## src/rtl/nibble_serial_add_ctrl_if.sv

```systemverilog
// nibble_serial_add_ctrl_if: operand/result handshake bundle for the nibble-serial adder.
interface nibble_serial_add_ctrl_if #(parameter int WIDTH = 16);
    logic             in_valid;
    logic             in_ready;
    logic [WIDTH-1:0] a;
    logic [WIDTH-1:0] b;
    logic             cin;
    logic             op_sub;
    logic             out_valid;
    logic             out_ready;
    logic [WIDTH-1:0] sum;
    logic             cout;
    logic             ovf;
    logic             busy;
    modport master (
        output in_valid, a, b, cin, op_sub, out_ready,
        input  in_ready, out_valid, sum, cout, ovf, busy
    );
    modport slave (
        input  in_valid, a, b, cin, op_sub, out_ready,
        output in_ready, out_valid, sum, cout, ovf, busy
    );
endinterface

```

## src/rtl/nibble_serial_add_ctrl.sv

```systemverilog
// nibble_serial_add_ctrl: adds two WIDTH-bit operands one nibble per cycle through a single 4-bit slice.
// Define SUB_EN to let op_sub select a-b (b inverted, initial carry forced to 1).
module nibble_serial_add_ctrl #(
    parameter int WIDTH = 16
) (
    input logic clk,
    input logic rst_n,
    nibble_serial_add_ctrl_if.slave bus
);
    localparam int N  = WIDTH / 4;
    localparam int CW = $clog2(N);
`ifdef SUB_EN
    localparam bit SUB_EN_ON = 1'b1;
`else
    localparam bit SUB_EN_ON = 1'b0;
`endif
    typedef enum logic [1:0] {IDLE, RUN, DONE} state_t;
    state_t           state, next;
    logic [WIDTH-1:0] a_r, b_r, sum_r;
    logic [CW-1:0]    cnt;
    logic             carry, cout_r, sub, accept, last;
    logic [4:0]       slice;
    assign sub    = SUB_EN_ON && bus.op_sub;
    assign accept = bus.in_valid && state == IDLE;
    assign last   = cnt == CW'(N - 1);
    assign slice  = {1'b0, a_r[{cnt, 2'b00} +: 4]} + {1'b0, b_r[{cnt, 2'b00} +: 4]} + {4'b0, carry};
    always_comb
        next = state == IDLE ? (bus.in_valid ? RUN : IDLE) :
               state == RUN  ? (last ? DONE : RUN) :
                               (bus.out_ready ? IDLE : DONE);
    always_ff @(posedge clk or negedge rst_n) begin
        if (!rst_n) begin
            state  <= IDLE;
            a_r    <= '0;
            b_r    <= '0;
            sum_r  <= '0;
            cnt    <= '0;
            carry  <= 1'b0;
            cout_r <= 1'b0;
        end else begin
            state <= next;
            if (accept) begin
                a_r   <= bus.a;
                b_r   <= sub ? ~bus.b : bus.b;
                carry <= sub | bus.cin;
                cnt   <= '0;
            end else if (state == RUN) begin
                sum_r[{cnt, 2'b00} +: 4] <= slice[3:0];
                carry <= slice[4];
                cnt   <= cnt + 1'b1;
                if (last) cout_r <= slice[4];
            end
        end
    end
    // b_r already holds the inverted operand for subtraction, so this is the b_eff overflow rule
    assign bus.ovf       = a_r[WIDTH-1] ^ b_r[WIDTH-1] ^ sum_r[WIDTH-1] ^ cout_r;
    assign bus.sum       = sum_r;
    assign bus.cout      = cout_r;
    assign bus.in_ready  = state == IDLE;
    assign bus.busy      = state == RUN;
    assign bus.out_valid = state == DONE;
endmodule

```

## src/flat_wrapper.sv

```systemverilog
// flat-port wrapper written by rule: the top's interface ports become plain ports
module nibble_serial_add_ctrl_flat 
#(
    parameter int WIDTH = 16
)
  (clk, rst_n, bus_in_valid, bus_a, bus_b, bus_cin, bus_op_sub, bus_out_ready, bus_in_ready, bus_out_valid, bus_sum, bus_cout, bus_ovf, bus_busy);
  nibble_serial_add_ctrl_if #(.WIDTH(WIDTH)) bus_i ();
  input logic clk;
  input logic rst_n;
  input wire logic [$bits(bus_i.in_valid)-1:0] bus_in_valid;
  input wire logic [$bits(bus_i.a)-1:0] bus_a;
  input wire logic [$bits(bus_i.b)-1:0] bus_b;
  input wire logic [$bits(bus_i.cin)-1:0] bus_cin;
  input wire logic [$bits(bus_i.op_sub)-1:0] bus_op_sub;
  input wire logic [$bits(bus_i.out_ready)-1:0] bus_out_ready;
  output wire logic [$bits(bus_i.in_ready)-1:0] bus_in_ready;
  output wire logic [$bits(bus_i.out_valid)-1:0] bus_out_valid;
  output wire logic [$bits(bus_i.sum)-1:0] bus_sum;
  output wire logic [$bits(bus_i.cout)-1:0] bus_cout;
  output wire logic [$bits(bus_i.ovf)-1:0] bus_ovf;
  output wire logic [$bits(bus_i.busy)-1:0] bus_busy;
  assign bus_i.in_valid = bus_in_valid;
  assign bus_i.a = bus_a;
  assign bus_i.b = bus_b;
  assign bus_i.cin = bus_cin;
  assign bus_i.op_sub = bus_op_sub;
  assign bus_i.out_ready = bus_out_ready;
  assign bus_in_ready = bus_i.in_ready;
  assign bus_out_valid = bus_i.out_valid;
  assign bus_sum = bus_i.sum;
  assign bus_cout = bus_i.cout;
  assign bus_ovf = bus_i.ovf;
  assign bus_busy = bus_i.busy;
  nibble_serial_add_ctrl #(.WIDTH(WIDTH)) u_core (.clk(clk), .rst_n(rst_n), .bus(bus_i));
endmodule
```

## config.mk

```make
export PLATFORM = sky130hd
export DESIGN_NAME = nibble_serial_add_ctrl_flat
export DESIGN_NICKNAME = d
export VERILOG_FILES = /design/src/rtl/nibble_serial_add_ctrl_if.sv /design/src/rtl/nibble_serial_add_ctrl.sv /design/src/flat_wrapper.sv
export SDC_FILE = /design/constraint.sdc
export NUM_CORES = 1
export LEC_CHECK = 0
export CORE_ASPECT_RATIO = 0.9
export CORE_UTILIZATION = 54
export CTS_CLUSTER_DIAMETER = 80
export DETAILED_ROUTE_END_ITERATION = 6
export PLACE_DENSITY_LB_ADDON = 0.2
export SYNTH_ARGS = -nofsm -noshare
export SYNTH_HDL_FRONTEND = slang
export SYNTH_SLANG_ARGS = --single-unit
```

## constraint.sdc

```tcl
create_clock -name clk -period 7 [get_ports clk]
set_input_delay 1.75 -clock clk [delete_from_list [all_inputs] [get_ports clk]]
set_output_delay 1.75 -clock clk [all_outputs]
set_load 0.1 [all_outputs]
```

# ---- Yosys cells after proc, flatten, opt, wreduce, memory -nomap -nowiden
# Index checks and enable logic that the tools add are counted.
dict set report word_totals {
  ff_bits 54
  in_bits 38
  out_inout_bits 21
  wordCells 37
}
dict set report op_classes {
  add_sub_neg 4
  eq_ne 3
  n_shift 4
  mux 10
  bitwise 4
  reduce_logical 5
}
# cell n
set ops {}
lappend ops {{$shiftx 16x5->4} 2}
lappend ops {{$bwmux 16} 1}
lappend ops {{$shift 4x6->16 const A} 1}
lappend ops {{$shiftx 4x6->16} 1}
lappend ops {{$mux 2} 6}
lappend ops {{$neg 4->6} 1}
lappend ops {{$add 4x4->5} 1}
lappend ops {{$add 5x1->5} 1}
lappend ops {{$eq 2x2->1 const B} 2}
lappend ops {{$mux 1} 3}
lappend ops {{$reduce_and 3->1} 1}
lappend ops {{$xor 1x1->1} 3}
lappend ops {{$add 2x1->2 const B} 1}
lappend ops {{$eq 2x1->1 const B} 1}
lappend ops {{$logic_not 2->1} 1}
lappend ops {{$reduce_and 2->1} 1}
lappend ops {{$reduce_bool 2->1} 1}
lappend ops {{$logic_and 1x1->1} 1}
lappend ops {{$not 1->1} 1}

# ---- Depth between registers and ports, before layout
# Gate-level depths: netlist of the first run.
dict set report logic_depth {
  depth_word 5
  mapped_depth 7
  ltp_nobuf 6
}

# ---- Least setup slack after synthesis of the first run
# OpenSTA, ideal clock, no wires.
dict set report synth_timing {
  path_kind {reg2out}
  from {register u_core.sum_r[15] (netlist: u_core.bus.sum[15])}
  to {output port bus_ovf}
  t_arrival_ps 2729
  required_time_ps 5250
  setup_slack_ps 2521
  path_stages_with_launch 3
  n_path_buf 0
  cell_sequence {dfrtp_1 -> xor2_1 -> xnor2_1}
}
dict set report synth_via {
  elab_chain_cells 2
}
# element line
set synth_rtl {}
lappend synth_rtl {{start, declared} nibble_serial_add_ctrl.sv:19} ;# logic [WIDTH-1:0] a_r, b_r, sum_r;
lappend synth_rtl {{start signal, assigned by index} nibble_serial_add_ctrl.sv:48} ;# sum_r[{cnt, 2'b00} +: 4] <= slice[3:0];
lappend synth_rtl {{$xor 1x1->1 (2 in a row)} nibble_serial_add_ctrl.sv:56} ;# assign bus.ovf = a_r[WIDTH-1] ^ b_r[WIDTH-1] ^ sum_r[WIDTH-1] ^ cout_r;
lappend synth_rtl {{end, declared} flat_wrapper.sv:20} ;# output wire logic [$bits(bus_i.ovf)-1:0] bus_ovf;
# No other way between the ends.

# ---- Worst setup path in the final report of the first run
dict set report layout_timing {
  from {register u_core.state[0]}
  to {output port bus_busy}
}
dict set report layout_via {
  elab_chain_cells 1
}
# element line
set layout_rtl {}
lappend layout_rtl {{start, declared} nibble_serial_add_ctrl.sv:18} ;# state_t state, next;
lappend layout_rtl {{start signal, assigned} nibble_serial_add_ctrl.sv:41} ;# state <= next;
lappend layout_rtl {{$eq 2x1->1} nibble_serial_add_ctrl.sv:60} ;# assign bus.busy = state == RUN;
lappend layout_rtl {{end, declared} flat_wrapper.sv:21} ;# output wire logic [$bits(bus_i.busy)-1:0] bus_busy;
# No other way between the ends.

==> flow_metrics.tcl, run 1 <==
set metrics [dict create \
    status "finished clean" \
    ys.flop_type "dfrtp_1" \
    cp.buffers_inverters 2 \
    arrival_ps 2450 \
    synth-edff-count 0 \
    whs_ps 477 \
    min_path_type "reg2reg" \
    crit_chain "nand2b_1, inv_2, clkdlybuf4s50_1" \
    skew_ps 4.47 \
    critical_path.startpoint_type "register" \
    cp_data_required_time_ps 5250 \
    hp-start "u_core.b_r[11]$_DFFE_PN0P_" \
    cts_buffer_depth 2 \
    rows 23 \
    cts-hold-fix-buffers 0 \
    nets 353 \
    grt_pass1_wl_um 9020 \
    clk_pin_slew_ps 90 \
    drive_above_1_share 0.0721 \
    clk_latency_ps 300 \
    final-setup-viol-count 0 \
    drt_wl_total_um 5050 \
    fin_setup_tns_ps 0 \
    max_freq_ghz 0.238 \
    diodes 0 \
    synth.area.top_cells "dfrtp_1 53%, nand2_1 16%, mux4_2 7.0%" \
    antenna_found_initial 0 \
    die_area_mm2 0.00504 \
    grt_max_degree 55 \
    synth.avg_cell_area_um2 10.3 \
    end_kind "output pin" \
    fillers 343 \
    dr.pass1.iters 4 \
    cts_buffers 5 \
    avgRoutedWirePerCell_um 13.8 \
    io_pins 59 \
    post_cts_buffers 0 \
    register_area_mm2 0.00135 \
    area_growth_syn_to_layout_pct 26.9 \
    die_width_um 74.7 \
    dp_hpwl_um 3630 \
    multi_input_area_mm2 0.00114 \
    post_cts_resized 0 \
    antenna_left 0 \
    place.gp.congestion 0.746 \
    yosys.area.top_type_share 0.526 \
    crit_type "reg2out" \
    slowest_delay_ps 1160 \
    yosysMostFrequentCell "nand2_1" \
    netlist_area_mm2 0.00257 \
    finalHoldViolCount 0 \
    rsz0062_at_grt "false" \
    cts-root-buf "clkbuf_8" \
    crit_path_top_delay_cell "clkdlybuf4s50_1" \
    vias 1893 \
    tightest_slew_ps 1190 \
    seq_area_frac_synth 0.526 \
    grt_remaining_overflow 0 \
    synth_cell_types 34 \
    synthTopCellsByCount "107 x nand2_1, 54 x dfrtp_1, 9 x ha_1, 8 x a22o_1, 8 x mux4_2" \
    yosysTopAreaCell "dfrtp_1" \
    h-tree-depth 2 \
    grt_pass1_vias 1967 \
    synth_seq_cells 54 \
    r2r-start "u_core.cnt[0]$_DFFE_PN0P_" \
    grt_usage 0.244 \
    yosysWarningCount 0 \
    synthArstFlopShare 1.00 \
    crit_family "buffers and inverters" \
    initial_core_util 0.569 \
    core_mm2 0.00452 \
    cap_violations 0 \
    cp_max_fo 10 \
    postSynthNetCount 299 \
    via_per_inst 5.16 \
    route.detailed.drc 0 \
    cts_tree "yes" \
    io_buffer_count 57 \
    slew_viol_final 0 \
    startpoint "u_core.state[0]$_DFF_PN0_" \
    slew_headroom 0.207 \
    min_period_over_period 0.599 \
    fp.dieH_um 67.5 \
    synthCells 250 \
    clkSinkCount 54 \
    fin_crit_ps 4200 \
    drt_iter0_markers 117 \
]
final cells by class:
class	instances	share of cell area
sequential	54	0.414
timing repair buffer	58	0.176
clock buffer	8	0.0337
inverter	4	0.00460
multi-input combinational	181	0.348
tap	62	0.0238
routing by layer:
metal  up-vias  GRT usage  wire (um)
met5         -          0          0
met3        12     0.0448        180
met1       886      0.318       2230
met4         0     0.0778         82
li1        947          -          -
met2        48      0.413       2560
kinds of logic (layout without fill, tap and decap cells):
logic type,after synthesis,count (layout),synth area share
fa+ha+maj,11,11,0.0594
mux,8,8,0.0701
compound gates,27,27,0.0764
buf+inv,15,70,0.0350
xor+xnor,4,4,0.0136
flops,54,54,0.526
simple gates,131,131,0.220
state kept, by name (all words and copies together), names as in the netlist:
| register | count |
|---|---|
| u_core.carry | 1 |
| u_core.b_r | 16 |
| u_core.bus.sum | 16 |
| u_core.state | 2 |
| u_core.cnt | 2 |
| u_core.bus.cout | 1 |
| u_core.a_r | 16 |
worst paths after layout:
path                       depth (start not counted)  slack (ps)                       endpoint
setup / recovery                                   3        2800                       bus_busy
hold / removal                                     2         480     u_core.b_r[11]$_DFFE_PN0P_
setup reg to reg                                   5        3900  u_core.bus.sum[2]$_DFFE_PN0P_
hold reg to reg                                    2         480     u_core.b_r[11]$_DFFE_PN0P_
max in group asynchronous                          2        5030     u_core.a_r[14]$_DFFE_PN0P_
min in group asynchronous                          2        1540      u_core.b_r[7]$_DFFE_PN0P_
placed cells by master (no fill, tap or decap), types with 2 or more instances in the layout:
cell type	netlist	layout
mux4_2	8	8
ha_1	9	9
dfrtp_1	54	54
fa_1	2	2
clkbuf_8	0	8
clkdlybuf4s50_1	0	56
o31ai_1	6	6
nor2_1	4	4
nand2_1	107	107
xnor2_1	3	3
a22o_1	8	8
nand3b_1	5	5
a21oi_1	3	3
inv_2	2	2
or3b_1	3	3
nand3_1	4	4
o21ai_1	4	4
or2_0	2	2
inv_1	2	2
stage by stage:
stage / cells / area, um2 / util / worst slack [ps]
floorplan: 250 / 2570 / - / 2520
global placement: 359 / 3150 / 0.698 / 3210
detailed placement: 359 / 3150 / 0.698 / 3170
CTS: 367 / 3260 / 0.722 / 2810
global route: 367 / 3260 / 0.722 / 2700
finish: 367 / 3260 / 0.722 / 2800
worst reg2reg max path, delay by kind of cell, from the launching register on:
kind	cells	cell delay, ps
compound gates	1	160
xor+xnor	1	440
fa+ha+maj	2	860
flops	1	870
mux	1	640
Power of run 1 is left out: the tool's default activity adds up to more than one toggle a clock period on the data nets, which glitch-free logic cannot reach.
==> run 2: changes to the inputs <==
- CORE_UTILIZATION: 54 -> 50
- clock period: 7 -> 4.05 ns (I/O delays scaled with it)
==> run 2 against run 1 <==
Effect of this change:
- die area grew 7.8%
- final cell count is 1.4% higher
- sequential share of layout area is 0.096 points higher
- critical path type unchanged
- worst hold slack improved by 3.1 ps
==> flow_metrics.tcl, run 2 (synthesized netlist as in run 1, its figures left out) <==
set metrics [dict create \
    layout_commonest_cell "nand2_1" \
    dr_wl_met2_um 2530 \
    final_cell_mix "107 x nand2_1, 54 x dfrtp_1, 53 x clkdlybuf4s50_1" \
    crit_type "reg2out" \
    min_period_over_period 0.767 \
    tightest_slew_ps 1070 \
    rsz0062_at_grt "false" \
    status "finished clean" \
    cts_buffer_depth 2 \
    cts_buffers 5 \
    post_cts_buffers 0 \
    post_cts_resized 0 \
    antenna_found_initial 0 \
    die_width_um 77.6 \
    grt_remaining_overflow 0 \
    drive_above_1_share 0.0847 \
    drt_wl_total_um 5120 \
    dp.cells 364 \
    route.detailed.drc 0 \
    wl_met1_um 2390 \
    vias 1912 \
    cts_tree "yes" \
    io_buffer_count 57 \
    initial_core_util 0.525 \
    end_kind "output pin" \
    dr.pass1.iters 4 \
    cp_data_required_time_ps 3040 \
    grt_usage 0.213 \
    place.gp.congestion 0.778 \
    min_path_type "reg2reg" \
    skew_ps 6.18 \
    via_per_inst 5.14 \
    cp_max_fo 10 \
    clk_pin_slew_ps 90 \
    cts-root-buf "clkbuf_8" \
    grt_max_degree 40 \
    drt_iter0_markers 81 \
    area_growth_syn_to_layout_pct 26.6 \
    slew_viol_final 0 \
    critical_path.startpoint_type "register" \
    slew_headroom 0.288 \
    io_pins 59 \
    rows 24 \
    fin_crit_ps 3110 \
    final-setup-viol-count 0 \
    dp_hpwl_um 3760 \
    cts-hold-fix-buffers 0 \
    grt_pass1_vias 1927 \
    clkSinkCount 54 \
    wl_met3_um 169 \
    die_area_mm2 0.00543 \
    cap_violations 0 \
    nets 355 \
    fin_setup_tns_ps 0 \
    avgRoutedWirePerCell_um 13.8 \
    clk_latency_ps 290 \
    grt_pass1_wl_um 8940 \
    antenna_left 0 \
    instances_no_fill 372 \
    highest_layer "met4" \
    max_freq_ghz 0.322 \
    arrival_ps 2100 \
    diodes 0 \
    fp.dieH_um 70.0 \
    finalHoldViolCount 0 \
    h-tree-depth 2 \
    core_mm2 0.00489 \
]
-- run 2: routing by layer --
metal | GRT usage | vias up
li1 | - | 949
met1 | 0.291 | 915
met2 | 0.355 | 46
met3 | 0.0392 | 2
met4 | 0.0503 | 0
met5 | 0 | -
-- run 2: final cells by class --
cell class,count,area (um2)
Clock buffer,7,86.3
Clock inverter,1,5.00
Fill cell,390,1640
Inverter,4,15.0
Multi-Input combinational cell,181,1140
Sequential cell,54,1350
Tap cell,65,81.3
Timing Repair Buffer,60,581
-- run 2: through the flow --
step,hold slack [ps],worst slack (ps),util,area (um2)
3_5_place_dp,462,1210,0.646,3160
4_1_cts,485,934,0.665,3260
5_1_grt,498,850,0.665,3260
6_report,481,942,0.665,3260
2_1_floorplan,440,309,-,2570
3_3_place_gp,454,1230,0.646,3160
-- run 2: worst paths after layout --
path | start | endpoint | slack [ps] | cells past startpoint
worst max-delay path | u_core.state[0]$_DFF_PN0_ | bus_in_ready | 940 | 2
worst min-delay path | u_core.b_r[4]$_DFFE_PN0P_ | u_core.b_r[4]$_DFFE_PN0P_ | 480 | 2
worst max register to register | u_core.cnt[0]$_DFFE_PN0P_ | u_core.bus.sum[10]$_DFFE_PN0P_ | 1260 | 5
worst min register to register | u_core.b_r[4]$_DFFE_PN0P_ | u_core.b_r[4]$_DFFE_PN0P_ | 480 | 2
max in group asynchronous | rst_n | u_core.a_r[6]$_DFFE_PN0P_ | 2510 | 2
min in group asynchronous | rst_n | u_core.b_r[15]$_DFFE_PN0P_ | 810 | 1
-- run 2: critical path, cell delays in order, from the launching register on --
cell,delay [ps]
dfrtp_1,520
nor2_1,150
clkdlybuf4s50_1,1130
Power of run 2 is left out for the same reason.
==> run 3: changes to the inputs <==
- clock period: 4.05 -> 3.26 ns (I/O delays scaled with it)
==> run 3 against run 2 <==
Effect of this change:
- worst hold slack gained 1.3 ps
- routed wire length is 3.6% higher
- clock-buffer cell count fell by 1
- non-clock buffer count up 4
- via count is 0.94% higher
- flip-flop and latch count did not move
- utilization is 0.077 points lower
- die area unchanged
- critical path type is now reg2reg
- highest routed layer unchanged
==> flow_metrics.tcl, run 3 (synthesized netlist as in run 1, its figures left out) <==
set metrics [dict create \
    status "finished clean" \
    die_width_um 77.6 \
    route.detailed.drc 0 \
    cap_violations 0 \
    finalHoldViolCount 0 \
    cts_buffers 5 \
    final-setup-viol-count 0 \
    drive_above_1_share 0.161 \
    io_buffer_count 57 \
    slew_viol_final 0 \
    fin_setup_tns_ps 0 \
    crit_type "reg2reg" \
    dp_hpwl_um 3880 \
    vias 1930 \
    grt_max_degree 30 \
    cts-root-buf "clkbuf_8" \
    rsz0062_at_grt "false" \
    dp.cells 368 \
    initial_core_util 0.525 \
    dr.pass1.iters 4 \
    core_mm2 0.00489 \
    area_growth_syn_to_layout_pct 26.5 \
    cts-hold-fix-buffers 0 \
    end_kind "register" \
    arrival_ps 2800 \
    post_cts_buffers 0 \
    fp.dieH_um 70.0 \
    grt_usage 0.214 \
    h-tree-depth 2 \
    grt_pass1_vias 1927 \
    layout_commonest_cell "nand2_1" \
    grt_remaining_overflow 0 \
    cp_max_fo 4 \
    clk_latency_ps 310 \
    fillers 410 \
    cts_buffer_depth 2 \
    min_period_over_period 0.802 \
    antenna_left 0 \
    skew_ps 2.88 \
    drt_iter0_markers 82 \
    cp_data_required_time_ps 3440 \
    clkSinkCount 54 \
    max_freq_ghz 0.382 \
    drt_wl_total_um 5310 \
    avgRoutedWirePerCell_um 14.1 \
    place.gp.congestion 0.780 \
    antenna_found_initial 0 \
    fin_crit_ps 2610 \
    io_pins 59 \
    critical_path.startpoint_type "register" \
    instances_no_fill 376 \
    grt_pass1_wl_um 8890 \
    tightest_slew_ps 580 \
    rows 24 \
    post_cts_resized 0 \
    die_area_mm2 0.00543 \
    slew_headroom 0.614 \
    diodes 0 \
    cts_tree "yes" \
    nets 359 \
    clk_pin_slew_ps 90 \
    via_per_inst 5.13 \
    min_path_type "reg2reg" \
    final_cell_mix "107 x nand2_1, 54 x dfrtp_1, 35 x clkdlybuf4s50_1" \
]
[run 3: through the flow]
step | cell area (um2) | worst slack (ps) | hold slack [ps] | util
5_1_grt | 3250 | 524 | 498 | 0.664
3_5_place_dp | 3160 | 653 | 459 | 0.645
6_report | 3250 | 646 | 482 | 0.664
4_1_cts | 3250 | 627 | 483 | 0.664
2_1_floorplan | 2580 | 305 | 440 | -
3_3_place_gp | 3160 | 730 | 455 | 0.645
[run 3: area by class of cell]
class	instances	area [um2]	share of cell area
clock inverter	2	12.5	0.00385
sequential	54	1350	0.416
multi-input combinational	181	1140	0.352
inverter	4	15.0	0.00462
tap	65	81.3	0.0250
timing repair buffer	64	566	0.174
clock buffer	6	82.6	0.0254
[run 3: critical path, stage by stage, from the launching register on]
cell and delay (ps):
dfrtp_1 470, mux4_2 550, fa_1 440, fa_1 420, xnor2_1 460, o31ai_1 150
[run 3: layer usage]
metal,global-route usage,up-vias,wire (um)
li1,-,958,-
met1,0.293,913,2470
met2,0.348,51,2550
met3,0.0431,8,231
met4,0.0629,0,57
met5,0,-,0
[run 3: worst paths after layout]
kind	from	to	slack [ps]	cells after the start
min in group asynchronous	rst_n	u_core.b_r[15]$_DFFE_PN0P_	490	1
max	u_core.cnt[0]$_DFFE_PN0P_	u_core.bus.sum[2]$_DFFE_PN0P_	650	5
min reg2reg	u_core.a_r[10]$_DFFE_PN0P_	u_core.a_r[10]$_DFFE_PN0P_	480	2
max reg2reg	u_core.cnt[0]$_DFFE_PN0P_	u_core.bus.sum[2]$_DFFE_PN0P_	650	5
max in group asynchronous	rst_n	u_core.b_r[11]$_DFFE_PN0P_	1980	2
min	u_core.a_r[10]$_DFFE_PN0P_	u_core.a_r[10]$_DFFE_PN0P_	480	2
Power of run 3 is left out for the same reason.
==> variant: new RTL, settings of run 3 <==
`WIDTH` is set to 16 in 3 places; all go to 64.
--- a/src/rtl/nibble_serial_add_ctrl_if.sv
+++ b/src/rtl/nibble_serial_add_ctrl_if.sv
@@ -1,5 +1,5 @@
 // nibble_serial_add_ctrl_if: operand/result handshake bundle for the nibble-serial adder.
-interface nibble_serial_add_ctrl_if #(parameter int WIDTH = 16);
+interface nibble_serial_add_ctrl_if #(parameter int WIDTH = 64);
     logic             in_valid;
     logic             in_ready;
     logic [WIDTH-1:0] a;
--- a/src/rtl/nibble_serial_add_ctrl.sv
+++ b/src/rtl/nibble_serial_add_ctrl.sv
@@ -1,7 +1,7 @@
 // nibble_serial_add_ctrl: adds two WIDTH-bit operands one nibble per cycle through a single 4-bit slice.
 // Define SUB_EN to let op_sub select a-b (b inverted, initial carry forced to 1).
 module nibble_serial_add_ctrl #(
-    parameter int WIDTH = 16
+    parameter int WIDTH = 64
 ) (
     input logic clk,
     input logic rst_n,
--- a/src/flat_wrapper.sv
+++ b/src/flat_wrapper.sv
@@ -1,7 +1,7 @@
 // flat-port wrapper written by rule: the top's interface ports become plain ports
 module nibble_serial_add_ctrl_flat 
 #(
-    parameter int WIDTH = 16
+    parameter int WIDTH = 64
 )
   (clk, rst_n, bus_in_valid, bus_a, bus_b, bus_cin, bus_op_sub, bus_out_ready, bus_in_ready, bus_out_valid, bus_sum, bus_cout, bus_ovf, bus_busy);
   nibble_serial_add_ctrl_if #(.WIDTH(WIDTH)) bus_i ();
Interface: changed (resized bus_a, bus_b and bus_sum); port bits go from 59 to 203. No check against the original RTL was run, so the function may have changed too.
==> variant against run 3 <==
  * The flow now finishes with violations (setup timing)
  * Maximum frequency fell by 20%
  * Highest routed layer is now met5
  * Setup slack worse by 650 ps
  * Clock skew grew 7.9 ps
  * Wire length grew to 4.0 times the old value
  * Final cell count grew to 2.8 times the old value
  * Core utilization rose by 1.8 points
  * Design area grew to 3.7 times the old value
  * Via count rose to 3.0 times the old value
  * Critical path depth is 3 higher
  * Sequential cell count grew 146
  * Synthesized area grew to 3.5 times the old value
Power is left out: the tool's default activity adds up to more than one toggle a clock period on the data nets, which glitch-free logic cannot reach.
==> variant: results (changes against run 3) <==
metric	value	unit	change
status	complete, but fails checks		
violations	setup timing		
drt-total-wl	21030	microns	+300%
final_nets	940		+160%
final.fill_count	1226		+200%
synth_commonest_cells	200 x dfrtp_1, 181 x mux2_2, 38 x mux4_2		
clk_pin_slew	70	ps	-20 ps
path_max_fanout	10		+6
antenna_found_initial	1		+1
synthCells	574		+130%
cts_buffers	17		+12
grt_pass1_vias	6170		+220%
drt_iter0_markers	237		+190%
synth.most_common_cell	dfrtp_1		
wl_per_cell	20.04	microns	+42%
skew	10.82	ps	+7.941 ps
cts_root_buffer	clkbuf_16		
vias	5721		+200%
ctsHtreeMaxLevel	4		+2
place_area	11350	sq um	+260%
place_congestion	0.8229		+5.5%
arrival	3580	ps	+780 ps
port_buffers	201		+250%
grt_pass1_wl	32930	microns	+270%
seq_area	5010	sq um	+270%
setup_violations	1		+1
worstMarginPinSlew	489.7	ps	-89.91 ps
setup_slack	-3.917	ps	-649.4 ps
dp_cells	1014		+180%
hpwl	15470	microns	+300%
grt_use_total	23.85	%	+2.4 points
critical-path-top-delay-family	multiplexers		
hp-class	in2async		
grt_max_degree	87		+190%
## variant: cell count changes in the layout (fill, tap and decap cells not counted), sizes merged, moves of 15 or more
cell,run 3,this run
mux4,8,38
dfrtp,54,200
clkdlybuf4s50,35,131
clkbuf,6,21
buf,29,103
nand2,107,14
mux2,0,194
## variant: path summary, 6_finish.rpt
check	slack, ps	start	depth (start not counted)	to
max in group asynchronous	2100	rst_n	2	u_core.a_r[57]
setup reg to reg	-4	u_core.cnt[0]	8	u_core.bus.sum[38]
setup / recovery	-4	u_core.cnt[0]	8	u_core.bus.sum[38]
min in group clk	500	u_core.a_r[27]	1	u_core.a_r[27]
hold / removal	360	rst_n	1	u_core.a_r[19]
hold reg to reg	500	u_core.a_r[27]	1	u_core.a_r[27]
## variant: cell type report
cell class,count,area share [%]
repair buffers,235,18.17
clock inverters,12,1.151
multi-input cells,338,32.84
well taps,240,2.489
flip-flops and latches,200,41.53
inverters,4,0.1245
clock buffers,20,3.703
## variant: kinds of logic after synthesis
family	Yosys count	share of synthesized area, %
AO/OA/AOI/OAI	19	1.677
XOR/XNOR	8	0.7763
adder cells (fa/ha/maj)	10	1.553
buffers and inverters	36	1.774
flip-flops	200	55.45
multiplexers	236	34.63
AND/OR/NAND/NOR	65	4.145
## variant: routing by layer
metal	GRT usage (%)	vias up	share of wire (%)
met2	40.55	157	51
met3	6.689	20	5.7
met5	0	-	0.062
met4	6.133	2	1.4
li1	-	2567	-
met1	30.20	2975	42
## variant: timing repair
item | CTS | global route
hold buffers | 0 | 0
pin swaps | 0 | 2
setup buffers | 2 | 1
setup endpoints to repair | 31 | 29
gates resized for setup | 1 | 21
